### src/rtl/led_pattern_module_if.sv
// Configuration bus for the LED pattern generator: per-channel window/mode
// writes and period writes. The board controller drives (master), the
// pattern generator samples (slave). The port is always ready.
interface led_pattern_module_if #(
   parameter int CH_W  = 2,
   parameter int CNT_W = 24
) ();
   logic             Cfg_Wr;
   logic [CH_W-1:0]  Cfg_Ch;
   logic [1:0]       Cfg_Mode;
   logic [CNT_W-1:0] Cfg_Start;
   logic [CNT_W-1:0] Cfg_End;
   logic             Period_Wr;
   logic [CNT_W-1:0] Period_In;

   modport master (
      output Cfg_Wr, Cfg_Ch, Cfg_Mode, Cfg_Start, Cfg_End, Period_Wr, Period_In
   );

   modport slave (
      input Cfg_Wr, Cfg_Ch, Cfg_Mode, Cfg_Start, Cfg_End, Period_Wr, Period_In
   );
endinterface

### src/rtl/led_pattern_module.sv
// Multi-channel LED pattern generator. One shared period counter drives all
// channels; each channel compares the counter against its own window and
// applies its mode. Configuration lands in a pending set and is copied to
// the active set only on the wrap cycle, so a pattern never changes
// mid-period.
module led_pattern_module #(
   parameter int               CHANNELS = 4,
   parameter int               CH_W     = 2,
   parameter int               CNT_W    = 24,
   parameter logic [CNT_W-1:0] PERIOD   = 24'd16_000_000,
   parameter logic [CNT_W-1:0] ON_START = 24'd8_000_000,
   parameter logic [CNT_W-1:0] ON_END   = 24'd15_500_000
) (
   input  logic                CLK,
   input  logic                RSTn,
   led_pattern_module_if.slave cfg,
   output logic [CHANNELS-1:0] LED_Out,
   output logic                Period_Tick
);

   typedef enum logic [1:0] {
      MODE_OFF = 2'd0,
      MODE_ON  = 2'd1,
      MODE_WIN = 2'd2,
      MODE_INV = 2'd3
   } mode_t;

   // Shared counter and period registers
   logic [CNT_W-1:0]    count_r;
   logic [CNT_W-1:0]    count_next_s;
   logic                wrap_s;
   logic [CNT_W-1:0]    pend_period_r;
   logic [CNT_W-1:0]    act_period_r;

   // Per-channel pending and active configuration
   mode_t               pend_mode_r  [CHANNELS];
   logic [CNT_W-1:0]    pend_start_r [CHANNELS];
   logic [CNT_W-1:0]    pend_end_r   [CHANNELS];
   mode_t               act_mode_r   [CHANNELS];
   logic [CNT_W-1:0]    act_start_r  [CHANNELS];
   logic [CNT_W-1:0]    act_end_r    [CHANNELS];

   // Output stage
   logic [CHANNELS-1:0] in_win_s;
   logic [CHANNELS-1:0] led_next_s;
   logic [CHANNELS-1:0] led_r;
   logic                tick_r;

   // Wrap detection and next counter value; >= lets a lowered period wrap at once
   always_comb begin
      wrap_s       = 1'b0;
      count_next_s = count_r;
      if (count_r >= act_period_r) begin
         wrap_s       = 1'b1;
         count_next_s = {CNT_W{1'b0}};
      end else begin
         wrap_s       = 1'b0;
         count_next_s = count_r + {{(CNT_W-1){1'b0}}, 1'b1};
      end
   end

   // Per-channel window test and mode selection on the current count
   always_comb begin
      in_win_s   = {CHANNELS{1'b0}};
      led_next_s = {CHANNELS{1'b0}};
      for (int i = 0; i < CHANNELS; i++) begin
         in_win_s[i] = (count_r >= act_start_r[i]) && (count_r < act_end_r[i]);
         case (act_mode_r[i])
            MODE_OFF: led_next_s[i] = 1'b0;
            MODE_ON:  led_next_s[i] = 1'b1;
            MODE_WIN: led_next_s[i] = in_win_s[i];
            MODE_INV: led_next_s[i] = ~in_win_s[i];
            default:  led_next_s[i] = 1'b0;
         endcase
      end
   end

   // Counter, registered LED drive and wrap pulse
   always_ff @(posedge CLK) begin
      if (!RSTn) begin
         count_r <= {CNT_W{1'b0}};
         led_r   <= {CHANNELS{1'b0}};
         tick_r  <= 1'b0;
      end else begin
         count_r <= count_next_s;
         led_r   <= led_next_s;
         tick_r  <= wrap_s;
      end
   end

   // Period double buffer: commit reads the pending value from before this edge's write
   always_ff @(posedge CLK) begin
      if (!RSTn) begin
         pend_period_r <= PERIOD;
         act_period_r  <= PERIOD;
      end else begin
         if (wrap_s) begin
            act_period_r <= pend_period_r;
         end
         if (cfg.Period_Wr) begin
            pend_period_r <= cfg.Period_In;
         end
      end
   end

   // Channel double buffer: out-of-range channel indices match no entry and are dropped
   always_ff @(posedge CLK) begin
      for (int i = 0; i < CHANNELS; i++) begin
         if (!RSTn) begin
            pend_mode_r[i]  <= MODE_WIN;
            pend_start_r[i] <= ON_START;
            pend_end_r[i]   <= ON_END;
            act_mode_r[i]   <= MODE_WIN;
            act_start_r[i]  <= ON_START;
            act_end_r[i]    <= ON_END;
         end else begin
            if (wrap_s) begin
               act_mode_r[i]  <= pend_mode_r[i];
               act_start_r[i] <= pend_start_r[i];
               act_end_r[i]   <= pend_end_r[i];
            end
            if (cfg.Cfg_Wr && (cfg.Cfg_Ch == CH_W'(i))) begin
               pend_mode_r[i]  <= mode_t'(cfg.Cfg_Mode);
               pend_start_r[i] <= cfg.Cfg_Start;
               pend_end_r[i]   <= cfg.Cfg_End;
            end
         end
      end
   end

   assign LED_Out     = led_r;
   assign Period_Tick = tick_r;

endmodule

### src/flat_wrapper.sv
// flat-port wrapper written by rule: the top's interface ports become plain ports
module led_pattern_module_flat 
#(
   parameter int               CHANNELS = 4,
   parameter int               CH_W     = 2,
   parameter int               CNT_W    = 24,
   parameter logic [CNT_W-1:0] PERIOD   = 24'd16_000_000,
   parameter logic [CNT_W-1:0] ON_START = 24'd8_000_000,
   parameter logic [CNT_W-1:0] ON_END   = 24'd15_500_000
)
  (CLK, RSTn, LED_Out, Period_Tick, cfg_Cfg_Wr, cfg_Cfg_Ch, cfg_Cfg_Mode, cfg_Cfg_Start, cfg_Cfg_End, cfg_Period_Wr, cfg_Period_In);
  led_pattern_module_if #(.CH_W(CH_W), .CNT_W(CNT_W)) cfg_i ();
  input  logic CLK;
  input  logic RSTn;
  output logic [CHANNELS-1:0] LED_Out;
  output logic Period_Tick;
  input wire logic [$bits(cfg_i.Cfg_Wr)-1:0] cfg_Cfg_Wr;
  input wire logic [$bits(cfg_i.Cfg_Ch)-1:0] cfg_Cfg_Ch;
  input wire logic [$bits(cfg_i.Cfg_Mode)-1:0] cfg_Cfg_Mode;
  input wire logic [$bits(cfg_i.Cfg_Start)-1:0] cfg_Cfg_Start;
  input wire logic [$bits(cfg_i.Cfg_End)-1:0] cfg_Cfg_End;
  input wire logic [$bits(cfg_i.Period_Wr)-1:0] cfg_Period_Wr;
  input wire logic [$bits(cfg_i.Period_In)-1:0] cfg_Period_In;
  assign cfg_i.Cfg_Wr = cfg_Cfg_Wr;
  assign cfg_i.Cfg_Ch = cfg_Cfg_Ch;
  assign cfg_i.Cfg_Mode = cfg_Cfg_Mode;
  assign cfg_i.Cfg_Start = cfg_Cfg_Start;
  assign cfg_i.Cfg_End = cfg_Cfg_End;
  assign cfg_i.Period_Wr = cfg_Period_Wr;
  assign cfg_i.Period_In = cfg_Period_In;
  led_pattern_module #(.CHANNELS(CHANNELS), .CH_W(CH_W), .CNT_W(CNT_W), .PERIOD(PERIOD), .ON_START(ON_START), .ON_END(ON_END)) u_core (.CLK(CLK), .RSTn(RSTn), .cfg(cfg_i), .LED_Out(LED_Out), .Period_Tick(Period_Tick));
endmodule
### config.mk
export PLATFORM = sky130hd
export DESIGN_NAME = led_pattern_module_flat
export DESIGN_NICKNAME = d
export VERILOG_FILES = /design/src/rtl/led_pattern_module_if.sv /design/src/rtl/led_pattern_module.sv /design/src/flat_wrapper.sv
export SDC_FILE = /design/constraint.sdc
export NUM_CORES = 1
export LEC_CHECK = 0
export CAP_MARGIN = 10
export CORE_MARGIN = 2
export CORE_UTILIZATION = 50
export CTS_CLUSTER_DIAMETER = 150
export DETAILED_ROUTE_END_ITERATION = 8
export PLACE_DENSITY_LB_ADDON = 0.25
export SYNTH_ARGS = -nofsm -noshare
export SYNTH_HDL_FRONTEND = slang
export SYNTH_SLANG_ARGS = --single-unit
### constraint.sdc
create_clock -name CLK -period 22.7 [get_ports CLK]
set_input_delay 3.405 -clock CLK [delete_from_list [all_inputs] [get_ports CLK]]
set_output_delay 3.405 -clock CLK [all_outputs]
set_load 0.05 [all_outputs]
==> metrics.md <==
| Metric | Value |
|---|---|
| Status | `finished clean` |
| Skew-Pair Late Insertion Delay | `between 500 and 600 ps` |
| Grt total ovfl | `0` |
| Post-DRT Antenna Nets | `0` |
| Post-DP HPWL | `between 30 and 40 mm` |
| Max_cap viols | `0` |
| Post-synth EDFFs | `400` |
| Die Wd | `between 200 and 250 µm` |
| Reg2reg path depth | `11` |
| Post-CTS Resized | `0` |
| Num ports | `85` |
| Critical Path End Type | `register` |
| Mapped cell area | `roughly 23,000 µm²` |
| Seq/Total Area, Yosys | `0.591` |
| CTS Buf Count | `49` |
| Yosys reg bits | `477` |
| PortBufs | `84` |
| Setup bufs post-CTS | `0` |
| Slew Limit Fails | `0` |
| Core area | `~45,000 µm²` |
| Area delta synth->final | `14.4%` |
| Synth area leaders | `edfxtp_1, ha_1, and2_1` |
| Final core utilization | `0.579` |
| Clock transition at the registers of the reported paths | `approximately 60 ps` |
| Yosys top cell area share | `0.524` |
| CTS tree | `yes` |
| Setup TNS | `0 ps` |
| Root Buffer | `clkbuf_16` |
| Flop-to-flop setup slack | `approximately 18,000 ps` |
| RR Endpoint | `u_core.act_start_r[3][21]` |
| Iter 0 DRT Violations | `about 930` |
| Static leakage | `11.3 nW` |
| Syn avg cell area | `around 12 µm²` |
| Tmin final | `6500 ps` |
| Die height | `around 220 µm` |
| Fin nets | `2,280` |
| Crit path required time | `~23,000 ps` |
| WL/cell | `around 18 µm` |
| Ys flop type | `edfxtp_1` |
| Power Density | `between 70 and 80 nW/µm²` |
| Number of global-route vias before repair | `roughly 14,000` |
| Setup CP Type | `in2reg` |
| H-tree depth | `2` |
| Normalized max-slew margin | `0.251` |
| Post-DP Area | `~24,000 µm²` |
| Share of cells above drive strength 1 | `0.0558` |
| Peak supply drop | `roughly 50 µV` |
| Endpoints failing setup | `0` |
| Fillers | `3,611` |
| Drt first pass iters | `5` |
| Via count | `about 14,000` |
| Top-count cell post-synth | `edfxtp_1` |
| Cell Rows | `78` |
| DR DRC count | `0` |
| Final WL | `between 40 and 50 mm` |
| RSZ-0062 raised after global routing | `false` |
| Largest fanout on the critical path | `~110` |
| Startpoint types | `primary input` |
| RD Place Congestion | `about 0.8` |
| Fmax | `around 150 MHz` |
| Sink Count | `477` |
| Post-synth top cells | `edfxtp_1, and2_1, inv_1` |
| Initial Util | `0.506` |
| RR Startpoint | `u_core.count_r[0]` |
| Gr usage total | `0.210` |
| Total die area | `47,600 µm²` |
| Vias per inst | `~5.2` |
| Worst hold-check path type | `reg2reg` |
| Tcrit/Tclk final | `0.286` |
| Global-route wire length before repair | `between 70 and 80 mm` |
| Hold Buf Count CTS | `0` |
| Synthesized instance count | `between 1,500 and 2,000` |
| CP arrival | `6780 ps` |
| Buffer depth of the longest clock path | `3` |
| Slew @ Worst Pin | `around 1100 ps` |
| Pin count of the biggest net entering global routing | `roughly 200` |
| Antenna violations before repair | `4` |
| Largest area contributor in the synthesized netlist | `edfxtp_1` |
| Fin area | `between 20,000 and 30,000 µm²` |
| Clock skew | `27.1 ps` |
| Ys Warns | `0` |
| Final hold violations | `0` |
| Critical Path Source | `RSTn` |
| Synth cell types | `48` |
| Critical Path Sink | `u_core.act_start_r[3][21]` |
| Mapped Nets | `about 2,200` |
| Ys async rst share | `0` |
[state kept, by name, indices dropped and copies added (netlist names)]
register              count
u_core.act_mode_r         8
u_core.pend_start_r      96
u_core.LED_Out            4
u_core.Period_Tick        1
u_core.pend_mode_r        8
u_core.pend_end_r        96
u_core.act_start_r       96
u_core.act_end_r         96
u_core.pend_period_r     24
u_core.count_r           24
u_core.act_period_r      24
[stage by stage]
stage | instances | total power, W | hold slack, ps | worst slack [ps]
floorplan | 1898 | 0.00108 | 434 | 12700
finish | 2627 | 0.00195 | 468 | 16200
global route | 2626 | 0.00201 | 480 | 15820
CTS | 2625 | 0.00196 | 466 | 16160
detailed placement | 2535 | 0.00112 | 453 | 15570
global placement | 2535 | 0.00112 | 449 | 15700
[worst max-delay path, cell delays in order]
cell and delay, ps:
buf_2 80, buf_4 570, clkinv_1 670, a21oi_4 300
buf_4 630, buf_4 850, nand2b_1 130
[cell usage in the layout, fill, tap and decap left out, drive strengths merged, types with 2 or more instances in the layout]
cell type	instances
a2111o	2
o21ai	35
nand4	34
a2111oi	3
or3	74
nor2b	8
nand3	21
nand2b	84
edfxtp	400
a21o	49
clkdlybuf4s50	83
o31ai	3
a221o	3
inv	221
a211oi	10
o211ai	18
and4	5
ha	213
a221oi	4
buf	23
mux2i	38
nor3	5
nor4	4
clkinvlp	2
a31oi	5
xor2	8
bufinv	7
nor2	85
dfxtp	77
clkinv	14
and3	9
a21oi	52
nand2	77
a211o	2
xnor2	14
and2	259
clkbuf	65
[how the worst min path moves through the flow]
stage / start / end / cells past startpoint
finish: u_core.pend_period_r[11] / u_core.act_period_r[11] / 2
global route: u_core.pend_period_r[12] / u_core.act_period_r[12] / 2
CTS: u_core.pend_period_r[12] / u_core.act_period_r[12] / 2
detailed placement: u_core.pend_period_r[12] / u_core.act_period_r[12] / 2
global placement: u_core.act_period_r[11] / u_core.act_period_r[11] / 2
floorplan: u_core.pend_period_r[0] / u_core.act_period_r[0] / 2
[cells by family (layout without fill, tap and decap cells)]
kind of cell             after synthesis  in the layout  share of synthesized area
multiplexers                          38             38                     0.0166
XOR/XNOR                              22             22                    0.00841
buffers and inverters                287            415                     0.0478
AND/OR/NAND/NOR                      669            669                      0.164
AO/OA/AOI/OAI                        192            192                     0.0551
other                                  0              1                          0
flip-flops                           477            477                      0.591
adder cells (fa/ha/maj)              213            213                      0.116
[routing by layer]
metal | up-vias | part of all wire | global-route usage
met5 | - | 0.00019 | 0
li1 | 6784 | - | -
met4 | 2 | 0.040 | 0.0971
met2 | 300 | 0.48 | 0.353
met1 | 6509 | 0.44 | 0.265
met3 | 110 | 0.045 | 0.0343
[power by group]
| group | switching [W] | internal, W | leakage, nW |
|---|---|---|---|
| clock | 0.000331 | 0.000514 | 0.840 |
| sequential | 0.0000135 | 0.000994 | 4.42 |
| combinational | 0.0000585 | 0.0000364 | 6.06 |
| total | 0.000403 | 0.00154 | 11.3 |
[area by class of cell]
type / count / area [µm²] / share of cell area
multi-input combinational: 1134 / 8350 / 0.318
tap: 600 / 751 / 0.0286
inverter: 219 / 822 / 0.0314
clock buffer: 65 / 1400 / 0.0534
sequential: 477 / 13600 / 0.517
antenna: 1 / 2.50 / 0.0000954
timing repair buffer: 106 / 1030 / 0.0394
clock inverter: 25 / 312 / 0.0119
(Power assumes the default switching activity.)
